### src/rtl/if_id_stage_pkg.sv
// Shared widths, instruction field positions and the decoded-field bundle
// used by the IF/ID pipeline register.
package if_id_stage_pkg;

  localparam int WORD_LEN        = 32;
  localparam int SIGN_EXTEND_LEN = 16;

  localparam int OPCODE_HI  = 31;
  localparam int OPCODE_LO  = 26;
  localparam int RS_HI      = 25;
  localparam int RS_LO      = 21;
  localparam int RT_HI      = 20;
  localparam int RT_LO      = 16;
  localparam int RD_HI      = 15;
  localparam int RD_LO      = 11;
  localparam int SHAMT_HI   = 10;
  localparam int SHAMT_LO   = 6;
  localparam int FUNCT_HI   = 5;
  localparam int FUNCT_LO   = 0;
  localparam int IMM_HI     = 15;
  localparam int IMM_LO     = 0;
  localparam int JTARGET_HI = 25;
  localparam int JTARGET_LO = 0;

  typedef struct packed {
    logic [5:0]                 opcode;
    logic [4:0]                 rs;
    logic [4:0]                 rt;
    logic [4:0]                 rd;
    logic [4:0]                 shamt;
    logic [5:0]                 funct;
    logic [SIGN_EXTEND_LEN-1:0] imm;
    logic [25:0]                jtarget;
  } instr_fields_t;

endpackage

### src/rtl/if_id_stage_instr_fields.sv
// Purely combinational MIPS instruction slicer: word in, every field out.
import if_id_stage_pkg::*;

module instr_fields (
  input  logic [WORD_LEN-1:0] instr_i,
  output instr_fields_t       fields_o
);

  always_comb begin
    fields_o.opcode  = instr_i[OPCODE_HI:OPCODE_LO];
    fields_o.rs      = instr_i[RS_HI:RS_LO];
    fields_o.rt      = instr_i[RT_HI:RT_LO];
    fields_o.rd      = instr_i[RD_HI:RD_LO];
    fields_o.shamt   = instr_i[SHAMT_HI:SHAMT_LO];
    fields_o.funct   = instr_i[FUNCT_HI:FUNCT_LO];
    fields_o.imm     = instr_i[IMM_HI:IMM_LO];
    fields_o.jtarget = instr_i[JTARGET_HI:JTARGET_LO];
  end

endmodule

### src/rtl/if_id_stage.sv
// IF/ID pipeline register: main entry drives the decode outputs, a one-entry
// skid entry absorbs the instruction in flight while decode is stalled.
import if_id_stage_pkg::*;

module if_id_stage (
  input  logic                       clk,
  input  logic                       rst,
  input  logic                       in_valid,
  output logic                       in_ready,
  input  logic [WORD_LEN-1:0]        in_pc,
  input  logic [WORD_LEN-1:0]        in_instr,
  input  logic                       flush,
  output logic                       out_valid,
  input  logic                       out_ready,
  output logic [WORD_LEN-1:0]        out_pc_plus4,
  output logic [WORD_LEN-1:0]        out_instr,
  output logic [5:0]                 out_opcode,
  output logic [4:0]                 out_rs,
  output logic [4:0]                 out_rt,
  output logic [4:0]                 out_rd,
  output logic [4:0]                 out_shamt,
  output logic [5:0]                 out_funct,
  output logic [SIGN_EXTEND_LEN-1:0] out_imm,
  output logic [25:0]                out_jtarget
);

  // Handshake: a transfer happens on a rising edge where valid && ready; the
  // sender holds its data stable until then, and ready never depends on valid.
  logic                main_valid_q, main_valid_d;
  logic                skid_valid_q, skid_valid_d;
  logic [WORD_LEN-1:0] main_instr_q, main_instr_d;
  logic [WORD_LEN-1:0] main_pc4_q, main_pc4_d;
  logic [WORD_LEN-1:0] skid_instr_q, skid_instr_d;
  logic [WORD_LEN-1:0] skid_pc4_q, skid_pc4_d;
  logic                accept;
  logic                consume;
  logic [WORD_LEN-1:0] in_pc4;
  instr_fields_t       fields;

  assign in_ready = ~skid_valid_q;
  assign out_valid = main_valid_q;
  assign accept = in_valid & in_ready;
  assign consume = out_valid & out_ready;
  assign in_pc4 = in_pc + WORD_LEN'(4);

  always_comb begin
    main_valid_d = main_valid_q;
    skid_valid_d = skid_valid_q;
    main_instr_d = main_instr_q;
    main_pc4_d   = main_pc4_q;
    skid_instr_d = skid_instr_q;
    skid_pc4_d   = skid_pc4_q;
    if (flush) begin
      main_valid_d = 1'b0;
      skid_valid_d = 1'b0;
    end else if (skid_valid_q) begin
      if (consume) begin
        main_instr_d = skid_instr_q;
        main_pc4_d   = skid_pc4_q;
        skid_valid_d = 1'b0;
      end
    end else if (!main_valid_q || consume) begin
      main_valid_d = accept;
      if (accept) begin
        main_instr_d = in_instr;
        main_pc4_d   = in_pc4;
      end
    end else if (accept) begin
      skid_valid_d = 1'b1;
      skid_instr_d = in_instr;
      skid_pc4_d   = in_pc4;
    end
  end

  always_ff @(posedge clk) begin
    if (rst) begin
      main_valid_q <= 1'b0;
      skid_valid_q <= 1'b0;
      main_instr_q <= '0;
      main_pc4_q   <= '0;
      skid_instr_q <= '0;
      skid_pc4_q   <= '0;
    end else begin
      main_valid_q <= main_valid_d;
      skid_valid_q <= skid_valid_d;
      main_instr_q <= main_instr_d;
      main_pc4_q   <= main_pc4_d;
      skid_instr_q <= skid_instr_d;
      skid_pc4_q   <= skid_pc4_d;
    end
  end

  // Stale data after a flush is masked so an empty stage always shows a NOP.
  assign out_instr    = main_valid_q ? main_instr_q : '0;
  assign out_pc_plus4 = main_valid_q ? main_pc4_q : '0;

  instr_fields u_instr_fields (
    .instr_i  (out_instr),
    .fields_o (fields)
  );

  assign out_opcode  = fields.opcode;
  assign out_rs      = fields.rs;
  assign out_rt      = fields.rt;
  assign out_rd      = fields.rd;
  assign out_shamt   = fields.shamt;
  assign out_funct   = fields.funct;
  assign out_imm     = fields.imm;
  assign out_jtarget = fields.jtarget;

endmodule

### config.mk
export PLATFORM = sky130hd
export DESIGN_NAME = if_id_stage
export DESIGN_NICKNAME = d
export VERILOG_FILES = /design/src/rtl/if_id_stage_pkg.sv /design/src/rtl/if_id_stage_instr_fields.sv /design/src/rtl/if_id_stage.sv
export SDC_FILE = /design/constraint.sdc
export NUM_CORES = 1
export LEC_CHECK = 0
export ABC_AREA = 1
export BUFFER_PORTS_ARGS = -buffer_cell sky130_fd_sc_hd__buf_2
export CAP_MARGIN = 20
export CORE_ASPECT_RATIO = 1.4
export CORE_MARGIN = 4
export CORE_UTILIZATION = 45
export CTS_CLUSTER_DIAMETER = 120
export CTS_CLUSTER_SIZE = 40
export DETAILED_ROUTE_END_ITERATION = 10
export GPL_TIMING_DRIVEN = 0
export PLACE_DENSITY_LB_ADDON = 0.05
export SLEW_MARGIN = 20
export SYNTH_ARGS = -nofsm -noshare
export SYNTH_HDL_FRONTEND = slang
export SYNTH_HIERARCHICAL = 1
export SYNTH_SLANG_ARGS = --single-unit
### constraint.sdc
create_clock -name clk -period 2.6 [get_ports clk]
set_input_delay 0.26 -clock clk [delete_from_list [all_inputs] [get_ports clk]]
set_output_delay 0.26 -clock clk [all_outputs]
set_load 0.05 [all_outputs]
Word-level counts from Yosys, hierarchy flattened --
Cells that the tools add are included. W data, S select, Z words.
Word-level totals: bits in latches 0, input port bits 69, memories kept 0, bits in registers 130, ROM bits 0, bits in writable memories 0
Operators by class: reduce and logical (&&, ||, !) cells 8, $mul 0, eq/ne operators 1, divide/modulo/power cells 0, bitwise operators 5, $lt $le $gt $ge 0, shift-type cells 0, add/sub/neg operators 1, muxes and demuxes 14
Operator list (count):
- $mux W32 | 10
- $add A32 B3 Y32 const B | 1
- $reduce_and A4 Y1 | 2
- $mux W1 | 4
- $reduce_bool A2 Y1 | 2
- $not A1 Y1 | 3
- $and A1 B1 Y1 | 2
- $ne A2 B1 Y1 const B | 1
- $reduce_and A2 Y1 | 1
- $reduce_or A2 Y1 | 1
- $logic_not A1 Y1 | 1
- $logic_or A1 B1 Y1 | 1

Logic depth before layout (Yosys ltp) --
Gate-level depths: netlist of the first run.
depth after elaboration 5, depth in mapped cells 10, mapped depth without buffers 10

Modules after synthesis --
Netlist of the first run, hierarchy kept.
Modules (own cells, without submodules):
- if_id_stage | seq. area each 2602.5 um2, times used 1, area each 6398.6 um2, cells an instance 982
- instr_fields | seq. area each 0.0 um2, times used 1, area each 555.5 um2, cells an instance 74

Least setup slack after synthesis of the first run --
No wires, ideal clock.
path kind flip-flop to output port, from register main_valid_q (netlist: out_valid), to output out_imm[12], buffers on the path 3, path slack 0.360 ns, cell stages (with the launch flop) 6, data arrival time 1.980 ns, cell sequence dfxtp_1 -> clkbuf_1 -> clkbuf_1 -> nand2_1 -> inv_1 -> buf_4
Between the ends: longest elaborated chain between the ends 1
Ends and longest elaborated chain:
- from (decl) | RTL line if_id_stage.sv:29 | logic main_valid_q, main_valid_d;
- from (signal assigned) | RTL line if_id_stage.sv:84 | main_valid_q <= main_valid_d;
- $mux W32 | RTL line if_id_stage.sv:94 | assign out_instr = main_valid_q ? main_instr_q : '0;
- to (decl) | RTL line if_id_stage.sv:23 | output logic [SIGN_EXTEND_LEN-1:0] out_imm,
Every way passes these cells.

Worst setup path in the final report of the first run --
from register main_valid_q (netlist: out_valid), to output out_rs[4]
Between the ends: longest elaborated chain between the ends 1
Ends and longest elaborated chain:
- $mux W32 | RTL line if_id_stage.sv:94
- to (decl) | RTL line if_id_stage.sv:18 | output logic [4:0] out_rs,
Every way passes these cells.

==> flow_summary_export.csv, run 1 <==
group,metric,value,unit
outcome,status,"finished clean",
cts,clkTransAtPathRegs,60,ps
synth,avgSynthCellArea,6.585,um^2
detailed_routing,wl_per_cell,13.66,um
sta,period_share,0.9155,
floorplanning,pin_count,209,
global_routing,overflow,0,
sta,relSlewSlack,0.5840,
synth,yosysSeqAreaShare,0.3742,
synth,synthSimpleGateAreaFrac,0.2522,
critical_path,crit_type,"reg2out",
flow_run,cap_violations,0,
floorplanning,start_util,0.4599,
critical_path,crit_path_end_kind,"output pin",
sta,maxSlewViolCount,0,
placement,portBuffers,208,
cts,cts_buffers,17,
cts,cts_num_sinks,130,
sta,timing.final.ws_setup,219.7,ps
critical_path,critPathLaunchType,"register",
sta,finalSetupTns,0,ps
detailed_routing,dr.pass1.iters,5,
detailed_routing,wl,20330,um
critical_path,crit_required,2340,ps
pwr,p_per_area,596.7,nW/um^2
pwr,vdd_drop_max,0.4285,mV
placement,place_ws,384.4,ps
pwr,p_leak,5.086,nW
layout,nets,1353,
critical_path,critPathMaxStageDelay,440,ps
pwr,switching_share,0.2714,
worst_hold_path,min_path_type,"in2reg",
critical_path,crit_slowest_cell,"clkbuf_1",
floorplanning,die_w,113.1,um
detailed_routing,via_count,7130,
synth,synth_compound_area_frac,0.1716,
global_routing,grtUsageTotal,0.2320,
cts,cts_max_level,4,
synth,synthCells,1056,
layout,regArea,2603,um^2
floorplanning,die_h,155.1,um
global_routing,grt_max_degree,17,
layout,multi_input_area,3083,um^2
detailed_routing,viasPerCell,4.792,
synth,synth_top_family_by_area,"simple AND/OR/NAND/NOR gates",
critical_path,path_buf_inv,5,
layout,final_cell_area,8864,um^2
floorplanning,core,15120,um^2
layout,area_growth,27.46,%
layout,diodes,0,
pwr,comb_power_share,0.119,
critical_path,worstPathArrival,2120,ps
floorplanning,die_area,17540,um^2
sta,layout_min_cycle_time,2380,ps
sta,finalSetupViolations,0,
critical_path,crit_family,"buffers and inverters",
synth,ys_warn_count,6,
critical_path,cp_cell_sequence,"clkbuf_2, clkbuf_1, nand2_1, inv_1, buf_4, buf_2",
layout,fill_cells,1550,
synth,synthAdderAreaFrac,0.001799,
pwr,internal_power,3.853,mW
global_routing,first_global_vias,6608,
cts,cts_tree,"yes",
synth,muxShareOfSynthArea,0,
placement,place_hpwl,15630,um
detailed_routing,antenna_left,0,
synth,syn_area,6954,um^2
cts,cts_max_path_buffers,2,
global_routing,antenna_found_initial,1,
sta,max_freq,420.1,MHz
synth,synth-seq-cells,130,
detailed_routing,drt_iter0_drc,301,
cts,root_buffer,"clkbuf_16",
sta,tightest_slew,624.1,ps
detailed_routing,drc,0,
critical_path,cp_max_fo,10,
placement,gp_congestion,0.9420,
pwr,clock_power_share,0.480,
sta,rsz0062_at_grt,"no",
synth,syn_nets,1126,
cts,clock_latency,420,ps
pwr,seq_power_share,0.401,
cts,postCtsSetupBuffers,0,
sta,finalClockSkew,10.14,ps
global_routing,grt_pass1_wl,32790,um
layout,drive_above_1_share,0.2778,
pwr,switching_power,1.435,mW
synth,synth_cell_types,29,
synth,synth_xor_area_frac,0.01763,
sta,hold_viol,0,
placement,dpl_cell_area,8235,um^2
floorplanning,num_rows,53,
==> metrics by stage <==
stage | cells | util | hold WS, ps | power [mW]
finish | 1488 | 0.5862 | 92.26 | 5.289
floorplan | 1056 | - | 350.2 | 2.587
detailed placement | 1456 | 0.5447 | 460.8 | 2.794
global placement | 1456 | 0.5447 | 457.8 | 2.788
CTS | 1488 | 0.5862 | 79.98 | 5.319
global route | 1488 | 0.5862 | 114.8 | 5.500
==> metal layers <==
metal	up-vias	GRT usage	part of all wire
li1	3708	-	-
met1	3166	0.2666	0.40
met2	221	0.4263	0.52
met3	33	0.04047	0.058
met4	2	0.08419	0.023
met5	-	0	0.00093
==> cells by family (layout without fill, tap and decap cells) <==
kind of cell | count (synthesis) | count (layout)
buffers and inverters | 247 | 487
flip-flops | 130 | 130
adder cells (fa/ha/maj) | 1 | 1
AND/OR/NAND/NOR | 437 | 437
XOR/XNOR | 14 | 14
AO/OA/AOI/OAI | 227 | 227
==> state kept, by name, indices dropped and copies added, names as in the netlist <==
| name | flops |
|---|---|
| out_valid | 1 |
| main_instr_q | 32 |
| main_pc4_q | 32 |
| skid_instr_q | 32 |
| skid_valid_q | 1 |
| skid_pc4_q | 32 |
==> placed cells by master, fill, tap and decap left out, drive strengths merged <==
master	n
nand3b	6
buf	305
bufinv	3
o21a	1
nand2	251
o21ai	130
nand3	12
a21oi	57
clkbuf	55
inv	123
a21o	2
nor2	163
xnor2	5
ha	1
nor3	1
a31oi	37
or2	2
xor2	9
and2	2
dfxtp	130
clkinvlp	1
==> timing repair <==
action                     CTS  global route
setup endpoints to repair   15             0
hold buffers                 0             0
resized for setup            1             0
==> final timing paths <==
kind / startpoint / end / slack, ps / cells after the start
max: out_valid / out_rs[4] / 220 / 6
min: in_pc[2] / skid_pc4_q[2] / 90 / 2
max reg2reg: out_valid / main_pc4_q[15] / 1010 / 7
min reg2reg: skid_instr_q[26] / main_instr_q[26] / 460 / 2
==> synth_stat cells, drive strengths merged <==
| cell | n | area share |
|---|---|---|
| xor2 | 9 | 0.011 |
| nand3 | 12 | 0.0094 |
| dfxtp | 130 | 0.37 |
| inv | 113 | 0.061 |
| or2 | 2 | 0.0018 |
| buf | 97 | 0.10 |
| and2 | 2 | 0.0018 |
| o21a | 1 | 0.0011 |
| xnor2 | 5 | 0.0063 |
| clkbuf | 37 | 0.020 |
| ha | 1 | 0.0018 |
| a31oi | 37 | 0.033 |
| a21oi | 57 | 0.041 |
| a21o | 2 | 0.0022 |
| nor2 | 163 | 0.094 |
| nand2 | 251 | 0.14 |
| nand3b | 6 | 0.0065 |
| nor3 | 1 | 0.00072 |
| o21ai | 130 | 0.094 |
==> cell type report <==
type	instances	area share
buffer	134	0.09543
clock buffer	18	0.04955
clock inverter	14	0.02117
inverter	113	0.04785
multi-input combinational	679	0.3478
sequential	130	0.2936
tap	192	0.02710
timing repair buffer	208	0.1174
==> worst reg2reg max path: cells and delay by family (launching register included) <==
| kind | cells | cell delay, ps |
|---|---|---|
| AOI/OAI and AO/OA | 2 | 260 |
| DFF | 1 | 370 |
| buffers and inverters | 2 | 500 |
| and+or+nand+nor | 3 | 390 |
==> power by group through the flow <==
stage	clock [mW]	combinational, mW	sequential, mW
after global routing	2.67	0.697	2.13
final	2.54	0.628	2.12
after detailed placement	0	0.628	2.17
after CTS	2.56	0.632	2.12
after floorplan	0	0.433	2.15
after global placement	0	0.624	2.16
Power figures use the tool's default switching activity.
==> run 2: changes to the inputs <==
PLACE_DENSITY = 0.71   (was unset)
PLACE_DENSITY_LB_ADDON = unset   (was 0.05)
==> flow_summary_export.csv, run 2 (synthesis gave the netlist of run 1 again) <==
group,metric,value,unit
placement,place_hpwl,15510,um
global_routing,first_global_vias,7000,
cts,cts_max_level,4,
detailed_routing,dr.pass1.iters,5,
critical_path,crit_required,2340,ps
critical_path,cp_max_fo,10,
layout,area_growth,27.42,%
sta,rsz0062_at_grt,"no",
worst_hold_path,min_path_type,"in2reg",
sta,relSlewSlack,0.6318,
cts,cts_tree,"yes",
global_routing,grt_max_degree,17,
detailed_routing,via_count,7174,
sta,timing.final.ws_setup,258.2,ps
detailed_routing,wl_per_cell,13.54,um
detailed_routing,wl,20160,um
cts,cts_num_sinks,130,
placement,dpl_cell_area,8235,um^2
detailed_routing,antenna_left,0,
floorplanning,num_rows,53,
cts,cts_buffers,17,
layout,layout_commonest_cell,"nand2_1",
critical_path,critPathLaunchType,"register",
cts,cts_max_path_buffers,2,
cts,postCtsSetupBuffers,0,
global_routing,grt_pass1_wl,33020,um
critical_path,crit_path_end_kind,"output pin",
cts,clkTransAtPathRegs,60,ps
sta,tightest_slew,552.4,ps
global_routing,overflow,0,
sta,worst_hold_slack,92.11,ps
layout,nets,1353,
sta,max_freq,427.0,MHz
placement,portBuffers,208,
critical_path,crit_type,"reg2out",
sta,finalSetupTns,0,ps
pwr,p_leak,5.082,nW
detailed_routing,drt_iter0_drc,323,
placement,gp_congestion,0.8997,
sta,maxSlewViolCount,0,
sta,finalSetupViolations,0,
floorplanning,start_util,0.4599,
sta,period_share,0.9007,
flow_run,cap_violations,0,
floorplanning,core,15120,um^2
global_routing,grtUsageTotal,0.2290,
critical_path,worstPathArrival,2080,ps
layout,most-common-layout-cells,"nand2_1, buf_2, nor2_1, dfxtp_1, inv_1",
floorplanning,die_h,155.1,um
layout,drive_above_1_share,0.2778,
floorplanning,die_area,17540,um^2
sta,hold_viol,0,
layout,final_cell_area,8861,um^2
sta,layout_min_cycle_time,2342,ps
critical_path,r2r_slack,990,ps
pwr,p_per_area,592.1,nW/um^2
cts,root_buffer,"clkbuf_16",
global_routing,antenna_found_initial,2,
pwr,vdd_drop_max,0.4293,mV
sta,finalClockSkew,5.487,ps
outcome,status,"finished clean",
detailed_routing,viasPerCell,4.818,
cts,clock_latency,420,ps
detailed_routing,drc,0,
floorplanning,die_w,113.1,um
floorplanning,pin_count,209,
placement,place_ws,475.7,ps
## run 2: where the power goes
part | switching, mW | internal [mW] | leakage (nW)
Clock | 0.907 | 1.59 | 0.302
Combinational | 0.420 | 0.208 | 3.72
Sequential | 0.0468 | 2.08 | 1.06
## run 2: path summary, 6_finish.rpt
kind	start	to	cells after the start
worst max register to register	out_valid	main_pc4_q[19]	7
worst min-delay path	in_pc[2]	skid_pc4_q[2]	2
worst max-delay path	out_valid	out_rs[2]	6
worst min register to register	skid_instr_q[17]	main_instr_q[17]	2
## run 2: per-layer routing
metal / GRT usage / routed length [um] / vias up
li1: - / - / 3702
met3: 0.04047 / 1137 / 55
met4: 0.1105 / 758 / 2
met1: 0.2599 / 8110 / 3181
met2: 0.4105 / 10140 / 234
met5: 0 / 13 / -
## run 2: layout make-up
class	count	area, um^2
diodes	1	2.502
plain buffers	134	845.8
clock buffers	20	466.7
clock inverters	12	155.1
fillers	1558	6259
inverters	113	424.2
multi-input cells	679	3083
flip-flops and latches	130	2603
well taps	192	240.2
repair buffers	208	1041
## run 2: what timing repair did
item / 4_1_cts / 5_1_grt
hold buffers: 0 / 0
resized for setup: 0 / 2
setup endpoints to repair: 0 / 71
## run 2: critical path, cell delays in order, from the launching register on
cell and delay, ps:
dfxtp_1 420, clkbuf_2 300, clkbuf_1 400, nand2_1 90, inv_1 100, buf_4 100
buf_2 240
## run 2: through the flow
| stage | power [mW] | utilization | std cells |
|---|---|---|---|
| 5_1_grt | 5.433 | 0.5861 | 1489 |
| 2_1_floorplan | 2.587 | - | 1056 |
| 3_5_place_dp | 2.793 | 0.5447 | 1456 |
| 4_1_cts | 5.258 | 0.5858 | 1488 |
| 6_report | 5.246 | 0.5861 | 1489 |
| 3_3_place_gp | 2.785 | 0.5447 | 1456 |
==> run 3: changes to the inputs <==
SYNTH_HIERARCHICAL = unset   (was 1)
==> flow_summary_export.csv, run 3 <==
group,metric,value,unit
outcome,status,"finished clean",
layout,nets,1351,
sta,finalSetupTns,0,ps
sta,finalClockSkew,7.096,ps
layout,area_growth,27.26,%
detailed_routing,viasPerCell,4.884,
floorplanning,start_util,0.4606,
synth,synth_area_leaders,"dfxtp_1, nand2_1, buf_4",
floorplanning,pin_count,209,
critical_path,worstPathArrival,2090,ps
floorplanning,die_area,17490,um^2
detailed_routing,antenna_left,0,
floorplanning,num_rows,53,
sta,period_share,0.9032,
critical_path,critPathMaxStageDelay,420,ps
synth,ys_warn_count,0,
pwr,p_leak,5.060,nW
sta,worst_hold_slack,82.75,ps
pwr,p_total,5.213,mW
global_routing,grt_pass1_wl,33550,um
cts,cts_max_level,4,
synth,synth_ff_type,"dfxtp_1",
critical_path,cp_cell_sequence,"clkbuf_2, clkbuf_1, nand2_1, inv_1, buf_4, buf_2",
pwr,p_per_area,590.7,nW/um^2
sta,finalSetupViolations,0,
cts,cts_num_sinks,130,
floorplanning,die_w,112.9,um
synth,synth-seq-cells,130,
global_routing,grt_max_degree,17,
detailed_routing,via_count,7263,
sta,hold_viol,0,
synth,syn_nets,1124,
placement,dpl_cell_area,8215,um^2
detailed_routing,dr.pass1.iters,7,
detailed_routing,drt_iter0_drc,353,
floorplanning,die_h,154.9,um
global_routing,first_global_vias,6827,
cts,cts_buffers,17,
sta,rsz0062_at_grt,"no",
layout,most-common-layout-cells,"nand2_1, buf_2, nor2_1, dfxtp_1, inv_1",
critical_path,crit_required,2340,ps
cts,postCtsSetupBuffers,0,
placement,place_hpwl,15790,um
synth,post-synth-top-count-cell,"nand2_1",
placement,place_ws,459.5,ps
critical_path,crit_type,"reg2out",
sta,relSlewSlack,0.5811,
detailed_routing,wl_per_cell,14.05,um
sta,layout_min_cycle_time,2348,ps
critical_path,cp_max_fo,10,
synth,yosysSeqAreaShare,0.3753,
floorplanning,core,15050,um^2
worst_hold_path,min_path_type,"in2reg",
sta,maxSlewViolCount,0,
cts,clkTransAtPathRegs,60,ps
critical_path,critPathLaunchType,"register",
synth,synth-edff-count,0,
synth,avgSynthCellArea,6.579,um^2
detailed_routing,wl_met1,8305,um
detailed_routing,wl,20890,um
placement,gp_congestion,0.8998,
cts,clock_latency,420,ps
detailed_routing,dr_wl_met2,10780,um
pwr,vdd_drop_max,0.3990,mV
synth,async_reset_ff_frac,0,
layout,layout_commonest_cell,"nand2_1",
placement,portBuffers,208,
layout,drive_above_1_share,0.2782,
sta,timing.final.ws_setup,251.7,ps
cts,cts_max_path_buffers,2,
synth,netlist.area_leader.share,0.3753,
sta,max_freq,425.8,MHz
layout,final_cell_area,8825,um^2
cts,root_buffer,"clkbuf_16",
synth,synth_cell_types,29,
synth,syn_area,6934,um^2
synth,synth_top_cell_by_area,"dfxtp_1",
critical_path,crit_slowest_cell,"clkbuf_1",
global_routing,antenna_found_initial,0,
critical_path,crit_path_end_kind,"output pin",
cts,cts_tree,"yes",
detailed_routing,wl_met3,1350,um
detailed_routing,drc,0,
global_routing,overflow,0,
global_routing,grtUsageTotal,0.2355,
detailed_routing,dr.max_layer_used,"met4",
synth,synth_commonest_cells,"nand2_1, nor2_1, dfxtp_1",
sta,tightest_slew,628.3,ps
synth,synthCells,1054,
flow_run,cap_violations,0,
[run 3: changes by cell type in the layout (fill, tap and decap cells not counted), moves of 3 or more]
cell / before / now
buf_6: 4 / 1
clkinv_2: 3 / 0
inv_6: 1 / 6
o21ai_1: 81 / 78
[run 3: report_power, final]
part | internal, mW | switching (mW) | total, mW
combinational | 0.204 | 0.423 | 0.626
sequential | 2.08 | 0.0429 | 2.12
clock | 1.47 | 0.998 | 2.47
[run 3: path summary, 6_finish.rpt]
| check | slack, ps | startpoint | cells after the start | endpoint |
|---|---|---|---|---|
| hold / removal | 80 | in_pc[2] | 2 | skid_pc4_q[2] |
| setup reg to reg | 900 | out_valid | 7 | main_pc4_q[19] |
| setup / recovery | 250 | out_valid | 6 | out_rs[3] |
| hold reg to reg | 470 | skid_instr_q[18] | 2 | main_instr_q[18] |
[run 3: kinds of logic (layout without fill, tap and decap cells)]
kind of cell	count (synthesis)	in the layout	share of synthesized area
xor+xnor	14	14	0.01768
buf+inv	246	486	0.1801
other cells	0	1	0
flops	130	130	0.3753
fa+ha+maj	1	1	0.001804
compound gates	226	226	0.1714
simple gates	437	437	0.2537
[run 3: worst max-delay path, delay by kind of cell (launching register included)]
family	cells	cell delay (ps)
buffers and inverters	5	1180
DFF	1	380
and+or+nand+nor	1	120
[run 3: final cells by class]
cell class,instances,area [um^2]
well taps,192,240.2
inverters,112,420.4
diodes,1,2.502
fillers,1539,6228
plain buffers,134,829.5
multi-input cells,678,3083
clock inverters,14,166.4
flip-flops and latches,130,2603
repair buffers,208,1041
clock buffers,18,439.2
[run 3: layer usage]
layer	vias to the layer above	GRT usage
li1	3693	-
met3	36	0.04514
met4	0	0.08247
met1	3285	0.2679
met2	249	0.4345
met5	-	0
[run 3: per-stage QoR]
stage,utilization,cells
floorplan,-,1054
global placement,0.5458,1454
detailed placement,0.5458,1454
CTS,0.5860,1486
global route,0.5861,1486
finish,0.5862,1487
[run 3: repair_timing]
| item | 4_1_cts | 5_1_grt |
|---|---|---|
| gates resized for setup | 0 | 2 |
| hold buffers | 0 | 0 |
| setup endpoints to repair | 0 | 57 |
